[src/rtl/mul_share_pkg.sv]
// Shared types and defaults for the multiplier-sharing controller slice.
// State encoding, requester id type and default datapath geometry.
package mul_share_pkg;

    localparam int DEF_WIDTH = 32;
    localparam int DEF_LAT   = 2;

    typedef logic id_t;

    typedef enum logic [1:0] {
        IDLE = 2'd0,
        BUSY = 2'd1,
        DONE = 2'd2
    } state_e;

endpackage

[src/rtl/mul_share_ctrl_if.sv]
// Request/response/datapath bundle of the multiplier-sharing controller.
// master = requesters, consumer and multiplier side; slave = the controller.
interface mul_share_ctrl_if
    import mul_share_pkg::*;
#(
    parameter int WIDTH = DEF_WIDTH
);
    logic               req0_valid;
    logic               req0_ready;
    logic [WIDTH-1:0]   req0_a;
    logic [WIDTH-1:0]   req0_b;
    logic               req1_valid;
    logic               req1_ready;
    logic [WIDTH-1:0]   req1_a;
    logic [WIDTH-1:0]   req1_b;
    logic               rsp_valid;
    logic               rsp_ready;
    id_t                rsp_id;
    logic [2*WIDTH-1:0] rsp_p;
    logic [WIDTH-1:0]   mul_a;
    logic [WIDTH-1:0]   mul_b;
    logic [2*WIDTH-1:0] mul_p;
    logic               busy;

    modport master (
        output req0_valid, req0_a, req0_b,
        output req1_valid, req1_a, req1_b,
        output rsp_ready, mul_p,
        input  req0_ready, req1_ready, rsp_valid, rsp_id, rsp_p,
        input  mul_a, mul_b, busy
    );

    modport slave (
        input  req0_valid, req0_a, req0_b,
        input  req1_valid, req1_a, req1_b,
        input  rsp_ready, mul_p,
        output req0_ready, req1_ready, rsp_valid, rsp_id, rsp_p,
        output mul_a, mul_b, busy
    );

endinterface

[src/rtl/mul_share_ctrl_rr_arb2.sv]
// Two-way round-robin grant; purely combinational, zero latency.
// A lone valid always wins; on a tie the requester not granted last time wins.
module rr_arb2
    import mul_share_pkg::*;
(
    input  id_t        last_grant_i,
    input  logic [1:0] vld_i,
    output logic [1:0] gnt_o
);

    always_comb begin
        gnt_o = 2'b00;
        case (vld_i)
            2'b01:   gnt_o = 2'b01;
            2'b10:   gnt_o = 2'b10;
            2'b11:   gnt_o = last_grant_i ? 2'b01 : 2'b10;
            default: gnt_o = 2'b00;
        endcase
    end

endmodule

[src/rtl/mul_share_ctrl.sv]
// Arbitrates two requesters onto one external multiplier; product returns LAT cycles after accept.
// Response is held in DONE under back-pressure and no new request is accepted until it drains.
module mul_share_ctrl
    import mul_share_pkg::*;
#(
    parameter int WIDTH = DEF_WIDTH,
    parameter int LAT   = DEF_LAT
)(
    input  logic             clk,
    input  logic             rst_n,
    mul_share_ctrl_if.slave  bus
);

    localparam int CW = (LAT > 1) ? $clog2(LAT) : 1;

    localparam logic [1:0] ST_IDLE = IDLE;
    localparam logic [1:0] ST_BUSY = BUSY;
    localparam logic [1:0] ST_DONE = DONE;

    generate
        if (LAT < 1) begin : g_lat_chk
            $error("mul_share_ctrl: LAT must be at least 1");
        end
    endgenerate

    logic [1:0]         state_q, state_d;
    id_t                last_grant_q, last_grant_d;
    logic [CW-1:0]      cnt_q, cnt_d;
    logic [WIDTH-1:0]   mul_a_q, mul_a_d;
    logic [WIDTH-1:0]   mul_b_q, mul_b_d;
    logic [2*WIDTH-1:0] rsp_p_q, rsp_p_d;
    id_t                rsp_id_q, rsp_id_d;
    logic [1:0]         gnt;

    rr_arb2 u_arb (
        .last_grant_i (last_grant_q),
        .vld_i        ({bus.req1_valid, bus.req0_valid}),
        .gnt_o        (gnt)
    );

    // Grant only reaches the requesters while idle, so a held valid never
    // sees ready during BUSY/DONE.
    assign bus.req0_ready = (state_q == ST_IDLE) && gnt[0];
    assign bus.req1_ready = (state_q == ST_IDLE) && gnt[1];
    assign bus.rsp_valid  = (state_q == ST_DONE);
    assign bus.busy       = (state_q != ST_IDLE);
    assign bus.rsp_p      = rsp_p_q;
    assign bus.rsp_id     = rsp_id_q;
    assign bus.mul_a      = mul_a_q;
    assign bus.mul_b      = mul_b_q;

    always_comb begin
        state_d      = state_q;
        last_grant_d = last_grant_q;
        cnt_d        = cnt_q;
        mul_a_d      = mul_a_q;
        mul_b_d      = mul_b_q;
        rsp_p_d      = rsp_p_q;
        rsp_id_d     = rsp_id_q;
        case (state_q)
            ST_IDLE: begin
                if (gnt != 2'b00) begin
                    mul_a_d      = gnt[1] ? bus.req1_a : bus.req0_a;
                    mul_b_d      = gnt[1] ? bus.req1_b : bus.req0_b;
                    rsp_id_d     = gnt[1];
                    last_grant_d = gnt[1];
                    cnt_d        = CW'(LAT - 1);
                    state_d      = ST_BUSY;
                end
            end
            ST_BUSY: begin
                if (cnt_q == '0) begin
                    rsp_p_d = bus.mul_p;
                    state_d = ST_DONE;
                end else begin
                    cnt_d = cnt_q - 1'b1;
                end
            end
            ST_DONE: begin
                if (bus.rsp_ready) begin
                    state_d = ST_IDLE;
                end
            end
            default: state_d = ST_IDLE;
        endcase
    end

    always_ff @(posedge clk) begin
        if (!rst_n) begin
            state_q      <= ST_IDLE;
            last_grant_q <= 1'b1;
            cnt_q        <= '0;
            mul_a_q      <= '0;
            mul_b_q      <= '0;
            rsp_p_q      <= '0;
            rsp_id_q     <= 1'b0;
        end else begin
            state_q      <= state_d;
            last_grant_q <= last_grant_d;
            cnt_q        <= cnt_d;
            mul_a_q      <= mul_a_d;
            mul_b_q      <= mul_b_d;
            rsp_p_q      <= rsp_p_d;
            rsp_id_q     <= rsp_id_d;
        end
    end

endmodule
[src/flat_wrapper.sv]
// flat-port wrapper written by rule: the top's interface ports become plain ports
module mul_share_ctrl_flat import mul_share_pkg::*;
#(
    parameter int WIDTH = DEF_WIDTH,
    parameter int LAT   = DEF_LAT
)
  (clk, rst_n, bus_req0_valid, bus_req0_a, bus_req0_b, bus_req1_valid, bus_req1_a, bus_req1_b, bus_rsp_ready, bus_mul_p, bus_req0_ready, bus_req1_ready, bus_rsp_valid, bus_rsp_id, bus_rsp_p, bus_mul_a, bus_mul_b, bus_busy);
  mul_share_ctrl_if #(.WIDTH(WIDTH)) bus_i ();
  input  logic clk;
  input  logic rst_n;
  input wire logic [$bits(bus_i.req0_valid)-1:0] bus_req0_valid;
  input wire logic [$bits(bus_i.req0_a)-1:0] bus_req0_a;
  input wire logic [$bits(bus_i.req0_b)-1:0] bus_req0_b;
  input wire logic [$bits(bus_i.req1_valid)-1:0] bus_req1_valid;
  input wire logic [$bits(bus_i.req1_a)-1:0] bus_req1_a;
  input wire logic [$bits(bus_i.req1_b)-1:0] bus_req1_b;
  input wire logic [$bits(bus_i.rsp_ready)-1:0] bus_rsp_ready;
  input wire logic [$bits(bus_i.mul_p)-1:0] bus_mul_p;
  output wire logic [$bits(bus_i.req0_ready)-1:0] bus_req0_ready;
  output wire logic [$bits(bus_i.req1_ready)-1:0] bus_req1_ready;
  output wire logic [$bits(bus_i.rsp_valid)-1:0] bus_rsp_valid;
  output wire logic [$bits(bus_i.rsp_id)-1:0] bus_rsp_id;
  output wire logic [$bits(bus_i.rsp_p)-1:0] bus_rsp_p;
  output wire logic [$bits(bus_i.mul_a)-1:0] bus_mul_a;
  output wire logic [$bits(bus_i.mul_b)-1:0] bus_mul_b;
  output wire logic [$bits(bus_i.busy)-1:0] bus_busy;
  assign bus_i.req0_valid = bus_req0_valid;
  assign bus_i.req0_a = bus_req0_a;
  assign bus_i.req0_b = bus_req0_b;
  assign bus_i.req1_valid = bus_req1_valid;
  assign bus_i.req1_a = bus_req1_a;
  assign bus_i.req1_b = bus_req1_b;
  assign bus_i.rsp_ready = bus_rsp_ready;
  assign bus_i.mul_p = bus_mul_p;
  assign bus_req0_ready = bus_i.req0_ready;
  assign bus_req1_ready = bus_i.req1_ready;
  assign bus_rsp_valid = bus_i.rsp_valid;
  assign bus_rsp_id = bus_i.rsp_id;
  assign bus_rsp_p = bus_i.rsp_p;
  assign bus_mul_a = bus_i.mul_a;
  assign bus_mul_b = bus_i.mul_b;
  assign bus_busy = bus_i.busy;
  mul_share_ctrl #(.WIDTH(WIDTH), .LAT(LAT)) u_core (.clk(clk), .rst_n(rst_n), .bus(bus_i));
endmodule
[config.mk]
export PLATFORM = sky130hd
export DESIGN_NAME = mul_share_ctrl_flat
export DESIGN_NICKNAME = d
export VERILOG_FILES = /design/src/rtl/mul_share_pkg.sv /design/src/rtl/mul_share_ctrl_if.sv /design/src/rtl/mul_share_ctrl_rr_arb2.sv /design/src/rtl/mul_share_ctrl.sv /design/src/flat_wrapper.sv
export SDC_FILE = /design/constraint.sdc
export NUM_CORES = 1
export LEC_CHECK = 0
export ABC_AREA = 1
export BUFFER_PORTS_ARGS = -buffer_cell sky130_fd_sc_hd__buf_2
export CAP_MARGIN = 20
export CORE_AREA = 2 2 129 131
export DETAILED_ROUTE_END_ITERATION = 10
export DIE_AREA = 0 0 131 133
export PLACE_DENSITY_LB_ADDON = 0.05
export SYNTH_ARGS = -nofsm -noshare
export SYNTH_HDL_FRONTEND = slang
export SYNTH_SLANG_ARGS = --single-unit
[constraint.sdc]
create_clock -name clk -period 1.2 [get_ports clk]
set_input_delay 0.12 -clock clk [delete_from_list [all_inputs] [get_ports clk]]
set_output_delay 0.12 -clock clk [all_outputs]
set_load 0.03 [all_outputs]
# Word level (Yosys, flattened, before mapping)

Cells that the tools add are included.

Output and inout bits: 133
Logic and storage cells: 38
Bits in registers: 133
Bits of input ports: 197

Equality and inequality tests: 8
Reductions and logical operators: 10
Add/subtract/negate cells: 1
Bitwise operators: 1
Mux-type cells: 11

Operator list:

| cell                | count |
|---|---|
| $mux 32             | 2 |
| $pmux 2 s3          | 2 |
| $mux 2              | 4 |
| $eq 2x2->1 const B  | 3 |
| $ne 2x2->1 const B  | 3 |
| $reduce_and 2->1    | 3 |
| $reduce_bool 2->1   | 3 |
| $eq 2x1->1 const B  | 2 |
| $reduce_and 3->1    | 1 |
| $logic_and 1x1->1   | 2 |
| $logic_not 2->1     | 1 |
| $mux 1              | 2 |
| $pmux 1 s2          | 1 |
| $not 1->1           | 1 |
| $sub 1x1->1 const B | 1 |

# Logic depth before layout (Yosys ltp)

Gate-level depths: netlist of run 1.

Word-level depth: 5
Gate-level depth with buffers: 8

# By module

A second synthesis of run 1 with hierarchy kept.

Cell total of the unflattened synthesis: 1052
Area, all modules: 6211.0 um2

By module, submodules not included:

| module         | instances | area an instance (um2) | seq. area each (um2) | cells an instance |
|---|---|---|---|---|
| mul_share_ctrl | 1         | 6189.7                 | 2662.6               | 1047 |
| rr_arb2        | 1         | 21.3                   | 0.0                  | 5 |

# Worst setup path after synthesis of run 1

Ideal clock, no wire load.

Path kind: in2out
Start: input bus_req1_valid
End: output bus_req0_ready
Stages: 6
Data required time: 1.080 ns
Slack: -0.003 ns
Arrival time: 1.083 ns
Buffers on the path: 3
Cell sequence: buf_2 > buf_2 > buf_4 > inv_1 > o21ai_0 > nor2_1

Cells in the longest elaborated chain, start to end: 3
Elaborated cells between the ends (all ways): 5
Those cells by class: eq/ne: 3; mux: 1; reduce/logical: 1

RTL lines:

| element                                         | RTL line                     | RTL |
|---|---|---|
| from (decl)                                     | flat_wrapper.sv:14           | `input wire logic [$bits(bus_i.req1_valid)-1:0] bus_req1_valid;` |
| $eq 2x2->1 / $eq 2x1->1 (equally long branches) | mul_share_ctrl_rr_arb2.sv:13 | `case (vld_i)` |
| $pmux 2 s3 (*)                                  | mul_share_ctrl_rr_arb2.sv:13 |  |
| $logic_and 1x1->1 (*)                           | mul_share_ctrl.sv:43         | `assign bus.req0_ready = (state_q == ST_IDLE) && gnt[0];` |
| to (decl)                                       | flat_wrapper.sv:19           | `output wire logic [$bits(bus_i.req0_ready)-1:0] bus_req0_ready;` |

Every way passes the cells marked *; elsewhere a longest branch is shown, timed or not.

# Final worst setup path of run 1

Start: register u_core.state_q[1]
End: register u_core.mul_a_q[26] (netlist: u_core.bus.mul_a[26])

Cells in the longest elaborated chain, start to end: 2

RTL lines:

| element                    | RTL line              | RTL |
|---|---|---|
| from (decl)                | mul_share_ctrl.sv:26  | `logic [1:0] state_q, state_d;` |
| from (signal assigned)     | mul_share_ctrl.sv:98  | `state_q <= state_d;` |
| $logic_not 2->1            | mul_share_ctrl.sv:60  | `case (state_q)` |
| $reduce_and 2->1 (no line) | n/a                   |  |
| to (signal assigned)       | mul_share_ctrl.sv:101 | `mul_a_q <= mul_a_d;` |
| to (decl)                  | mul_share_ctrl.sv:29  | `logic [WIDTH-1:0] mul_a_q, mul_a_d;` |

No other way between the ends.
A chain may end at the register's enable or synchronous reset.

==> results of run 1 <==
==> state kept, by name (all words and copies together) (netlist names) <==
name                 cells
u_core.state_q           2
u_core.last_grant_q      1
u_core.bus.rsp_id        1
u_core.cnt_q             1
u_core.bus.mul_a        32
u_core.bus.mul_b        32
u_core.bus.rsp_p        64
==> cells by family after synthesis <==
| family | Yosys count |
|---|---|
| simple gates | 590 |
| buf+inv | 134 |
| flops | 133 |
| compound gates | 70 |
==> worst max-delay path, stage by stage (launching register included) <==
cell	delay, ns
dfxtp_2	0.33
nor2_4	0.16
buf_4	0.14
o21ai_4	0.08
buf_12	0.15
clkbuf_16	0.18
nor2_1	0.12
nor2_1	0.04
==> power by group through the flow <==
stage / Clock (mW) / Sequential (mW) / Combinational [mW]
3_5_place_dp: 0 / 5.33 / 4.08
5_1_grt: 5.48 / 5.37 / 5.69
3_3_place_gp: 0 / 5.33 / 4.07
4_1_cts: 5.23 / 5.26 / 4.64
2_1_floorplan: 0 / 6.43 / 1.64
6_report: 5.19 / 5.31 / 5.26
==> metrics by stage <==
| stage | hold WS (ns) | power [mW] | setup TNS (ns) | std cells | area [um2] |
|---|---|---|---|---|---|
| final | 0.01013 | 15.76 | -9.637 | 1581 | 10200 |
| after global routing | 0.01974 | 16.55 | -19.79 | 1581 | 10200 |
| after CTS | 0.001224 | 15.13 | -7.408 | 1560 | 9528 |
| after detailed placement | 0.3476 | 9.411 | -0.9785 | 1433 | 7769 |
| after global placement | 0.3417 | 9.393 | -0.003712 | 1433 | 7769 |
| after floorplan | 0.2549 | 8.066 | 0 | 927 | 5908 |
==> how the worst max path moves through the flow <==
stage,endpoint
floorplan,bus_req1_ready
global placement,u_core.bus.mul_b[30]
detailed placement,u_core.bus.mul_b[28]
CTS,bus_req0_ready
global route,u_core.bus.mul_a[9]
finish,u_core.bus.mul_a[26]
==> synth_stat cells <==
cell type	count	share of area (%)
a21oi_1	4	0.34
buf_1	3	0.19
buf_2	36	3.1
buf_4	10	1.3
clkbuf_1	14	0.89
dfxtp_1	133	45
inv_1	71	4.5
nand2_1	262	17
nand2_2	1	0.11
nand3_1	67	5.7
nor2_1	259	16
nor2_2	1	0.11
o21ai_0	65	5.5
o21ai_2	1	0.15
==> cell type report <==
cell class / count / area share, %
Clock inverter: 12 / 1.264
Inverter: 71 / 2.687
Sequential cell: 133 / 26.16
Multi-Input combinational cell: 660 / 29.66
Antenna cell: 2 / 0.04909
Timing Repair Buffer: 463 / 33.00
Tap cell: 220 / 2.700
Clock buffer: 20 / 4.479
==> repair_timing <==
action / 4_1_cts / 5_1_grt
pin swaps: 6 / 26
endpoints found under the hold margin: 83 / 0
setup endpoints to repair: 61 / 134
gates resized for setup: 60 / 129
hold buffers: 83 / 0
buffers inserted: 7 / 8
gates cloned: 5 / 14
==> layer usage <==
metal | vias up | routed length, um | part of all wire [%] | GRT usage [%]
li1 | 3673 | - | - | -
met1 | 3181 | 8961 | 40 | 26.01
met2 | 280 | 11320 | 50 | 39.44
met3 | 46 | 1675 | 7.4 | 6.510
met4 | 0 | 605 | 2.7 | 8.806
met5 | - | 0 | 0 | 0
==> flow_metrics.py, run 1 <==
metrics = {
    "route": {
        "wirelength_mm": 22.56,
        "vias": 7180,
        "wl_per_cell_um": 14.27,
        "vias_per_cell": 4.541,
        "drtPass1Iterations": 5,
        "drt_iter0_drc": 265,
        "drcViolationCount": 0,
        "final_antenna_net_count": 0,
    },
    "die": {
        "core_area_um2": 16170,
        "ios": 330,
        "start_util_pct": 36.52,
        "rows": 47,
        "die_y_um": 133,
        "die_w_um": 131,
        "die_area_um2": 17420,
    },
    "sta": {
        "rsz0062_at_grt": "yes",
        "fmax_mhz": 749.6,
        "period_minus_slack_ns": 1.334,
        "period_share_pct": 111.2,
        "max_slew_margin_pct": 69.55,
        "hold_viol": 0,
        "finalClockSkew_ns": 0.008703,
        "worst_slack_ns": -0.1340,
        "worst_pin_slew_ns": 0.4567,
        "slew_viol_final": 0,
        "setup_viol": 127,
    },
    "worst_hold_path": {
        "min_path_type": "input pin to flip-flop",
        "whs_endpoint": "u_core.bus.mul_a[14]",
        "hp-start": "bus_req0_a[14]",
        "min_path_cells": 5,
    },
    "worst_setup_path": {
        "required_ns": 1.51,
        "reg2reg_slack_ns": -0.13,
        "crit_path_max_fanout": 17,
        "critPathLaunch": "u_core.state_q[1]",
        "end_kind": "flip-flop",
        "crit_arrival_ns": 1.64,
        "crit_path_start_kind": "flip-flop",
        "r2r-start": "u_core.state_q[1]",
        "timing.rr.end": "u_core.bus.mul_a[26]",
        "rr_worst_depth": 7,
        "path_class": "flip-flop to flip-flop",
    },
    "synth": {
        "postSynthAreaPerCell_um2": 6.371,
        "synth_compound_area_share_pct": 5.996,
        "syn_inst": 927,
        "synthXorXnorAreaFrac_pct": 0,
        "synth-simple-area-share_pct": 39.00,
        "synth-adder-area-share_pct": 0,
        "synth-seq-cells": 133,
        "synth_cell_types": 14,
        "synthMuxAreaShare_pct": 0,
        "yosys_warnings": 0,
        "synth_nets": 1124,
        "yosysSeqAreaShare_pct": 45.08,
        "synth_top_family_by_area": "simple AND/OR/NAND/NOR gates",
        "synth_area_um2": 5906,
    },
    "placement": {
        "dp_hpwl_mm": 12.93,
        "pre_cts_ws_ns": -0.05984,
        "numPortBuffers": 329,
        "gp_congestion": 0.8165,
    },
    "clock_tree": {
        "clkLatencyLatePin_ns": 0.41,
        "htree_levels": 4,
        "clockRootBuffer": "clkbuf_16",
        "clk_pin_slew_ns": 0.06,
        "cts_buffers": 17,
        "numClockSinks": 133,
        "clockBufferDepth": 2,
        "cts_tree": "yes",
    },
    "power_and_ir_drop": {
        "power_frac_comb_pct": 33.4,
        "switching_share_pct": 35.14,
        "p_int_mw": 10.22,
        "p_leak_nw": 5.407,
        "powerDensity_nw_per_um2": 1545,
        "pwr-share-seq_pct": 33.7,
        "pwr-share-clk_pct": 32.9,
        "ir_worst_vdd_mv": 0.9595,
        "power_switching_mw": 5.537,
    },
    "grt": {
        "grt_pass1_wl_mm": 31.39,
        "track_usage_pct": 22.70,
        "grt_max_degree": 69,
        "grt_pass1_vias": 6496,
        "globalRouteOverflowTotal": 0,
        "antenna_found_initial": 2,
    },
    "finish": {
        "seqCellArea_um2": 2668,
        "layout_commonest_cell": "buf_2",
        "multi_input_area_um2": 3024,
        "n_fill_cell": 1470,
        "final_cell_mix": "325 x buf_2, 260 x nand2_1, 205 x nor2_1",
        "fin_nets": 1543,
        "fin_util_pct": 63.05,
        "drive_gt1_share_pct": 37.67,
        "area_growth_pct": 72.65,
    },
    "status": {
        "violations": "negative setup slack",
        "status": "finished with violations",
    },
    "flow_run": {
        "cap_viol_max_count": 0,
    },
}
Note: power is estimated with default switching activity, not from simulation.
==> run 2, diff against run 1 <==
- BUFFER_PORTS_ARGS: -buffer_cell sky130_fd_sc_hd__buf_2 -> unset
- DONT_BUFFER_PORTS: unset -> 1
==> run 2 against run 1 <==
  * The flow finishes with violations (negative hold slack, negative setup slack)
  * Setup slack worse by 0.041 ns
  * Clock skew about the same
  * Wire length down 1.7%
  * Maximum frequency down 3.0%
  * Power up 0.21%
  * Non-clock buffer count down 219
  * Design area down 7.6%
  * Die area unchanged
  * Flip-flop and latch count unchanged
  * Clock power about the same
  * Hold slack worse by 0.18 ns
==> flow_metrics.py, run 2 (synthesis gave the netlist of run 1 again) <==
metrics = {
    "status": {
        "status": "finished with violations",
        "violations": "negative hold slack, negative setup slack",
    },
    "power_and_ir_drop": {
        "powerDensity_nw_per_um2": 1676,
        "pwr-share-seq_pct": 33.7,
        "power_frac_comb_pct": 33.5,
        "p_leak_nw": 4.715,
        "power_switching_mw": 5.404,
        "p_int_mw": 10.38,
        "switching_share_pct": 34.23,
        "pwr-share-clk_pct": 32.8,
        "ir_worst_vdd_mv": 0.9200,
    },
    "sta": {
        "holdWs_ns": -0.1658,
        "fmax_mhz": 727.4,
        "finalClockSkew_ns": 0.008638,
        "worst_pin_slew_ns": 0.3774,
        "hold_viol": 95,
        "worst_slack_ns": -0.1748,
        "setup_viol": 135,
        "fin_tns_setup_ns": -12.00,
        "slew_viol_final": 0,
        "max_slew_margin_pct": 74.74,
        "rsz0062_at_grt": "yes",
        "period_share_pct": 114.6,
        "period_minus_slack_ns": 1.375,
    },
    "route": {
        "wl_per_cell_um": 16.28,
        "vias_per_cell": 4.755,
        "vias": 6476,
        "wl_met2_mm": 11.32,
        "drt_iter0_drc": 284,
        "wirelength_mm": 22.18,
        "top_layer": "met4",
        "drcViolationCount": 0,
        "met1_length_mm": 8.496,
        "wl_met3_mm": 1.797,
        "drtPass1Iterations": 5,
        "final_antenna_net_count": 0,
    },
    "finish": {
        "n_fill_cell": 1468,
        "area_growth_pct": 59.51,
        "final_cells": 1362,
        "final_cell_mix": "243 x nand2_1, 235 x nor2_1, 138 x buf_4",
        "fin_nets": 1326,
        "multi_input_area_um2": 2975,
        "antenna_cells": 0,
        "largest_reg_flops": 64,
        "seqCellArea_um2": 2669,
        "drive_gt1_share_pct": 25.48,
        "final_area_um2": 9420,
        "layout_commonest_cell": "nand2_1",
    },
    "flow_run": {
        "cap_viol_max_count": 0,
    },
    "die": {
        "die_y_um": 133,
        "ios": 330,
        "die_area_um2": 17420,
        "core_area_um2": 16170,
        "rows": 47,
        "die_w_um": 131,
        "start_util_pct": 36.52,
    },
    "worst_hold_path": {
        "min_path_type": "input pin to flip-flop",
    },
    "clock_tree": {
        "clockRootBuffer": "clkbuf_16",
        "numClockSinks": 133,
        "cts_buffers": 17,
        "htree_levels": 4,
        "clockBufferDepth": 2,
        "clkLatencyLatePin_ns": 0.42,
        "clk_pin_slew_ns": 0.06,
        "cts_tree": "yes",
    },
    "grt": {
        "grt_pass1_vias": 6047,
        "grt_pass1_wl_mm": 30.35,
        "grt_max_degree": 131,
        "antenna_found_initial": 0,
        "globalRouteOverflowTotal": 0,
        "track_usage_pct": 22.26,
    },
    "worst_setup_path": {
        "path_class": "flip-flop to output pin",
        "worst-path-buf-inv": 3,
        "cp_cell_sequence": "nor2_4, buf_6, inv_4, nor2_4, buf_6",
        "end_kind": "output pin",
        "crit_arrival_ns": 1.25,
        "max_stage_delay_ns": 0.33,
        "crit_path_max_fanout": 3,
        "cp_top_family": "flip-flops",
        "reg2reg_slack_ns": -0.14,
        "critPathSlowestCell": "dfxtp_2",
        "required_ns": 1.08,
        "crit_path_start_kind": "flip-flop",
    },
    "placement": {
        "dp_hpwl_mm": 12.40,
        "place_inst": 1235,
        "numPortBuffers": 0,
        "place_area_um2": 7103,
        "gp_congestion": 0.8408,
    },
}
## run 2: final cells by class
class,count,area share [%]
sequential,133,28.33
clock buffer,18,4.662
timing repair buffer,244,28.01
tap,220,2.922
multi-input combinational,662,31.58
inverter,71,2.882
clock inverter,14,1.607
## run 2: worst reg2reg max path, stage by stage (launching register included)
cell	delay, ns
dfxtp_2	0.35
buf_4	0.11
buf_6	0.10
nand2_4	0.06
nor2_4	0.15
buf_12	0.18
clkbuf_16	0.17
o21ai_0	0.08
nor2_1	0.10
## run 2: what timing repair did
action / CTS / global route
pin swaps: 5 / 24
endpoints found under the hold margin: 133 / 129
resized for setup: 58 / 116
setup buffers: 8 / 4
gates cloned: 11 / 16
endpoints found under the setup margin: 89 / 136
hold buffers: 53 / 5
## run 2: through the flow
stage                     power, mW  util, %  worst slack [ns]  hold WS [ns]
after floorplan               8.066        -           0.06271        0.2549
after global placement        9.314    43.92          -0.05440        0.2279
after detailed placement      9.386    43.92          -0.04996        0.2278
after CTS                     15.34    53.82           -0.1968       -0.2001
after global routing          16.53    58.25           -0.2540       -0.2004
final                         15.79    58.25           -0.1748       -0.1658
## run 2: layer usage
layer,track usage (%),up-vias
met5,0,-
met4,9.693,0
met3,7.723,39
met2,38.98,266
met1,23.95,2936
li1,-,3235
## run 2: worst paths after layout
kind                           to         startpoint  cells after the start
min reg2reg     u_core.bus.rsp_id  u_core.bus.rsp_id                      2
max reg2reg   u_core.bus.rsp_p[6]  u_core.state_q[0]                      8
min          u_core.bus.rsp_p[38]              rst_n                      2
max                bus_req0_ready  u_core.state_q[0]                      5
## run 2: power by group through the flow
stage	registers (mW)	logic (mW)	clock network, mW
after floorplan	6.43	1.64	0
after global placement	5.35	3.96	0
after detailed placement	5.37	4.02	0
after CTS	5.30	4.75	5.28
after global routing	5.38	5.67	5.48
final	5.32	5.28	5.19
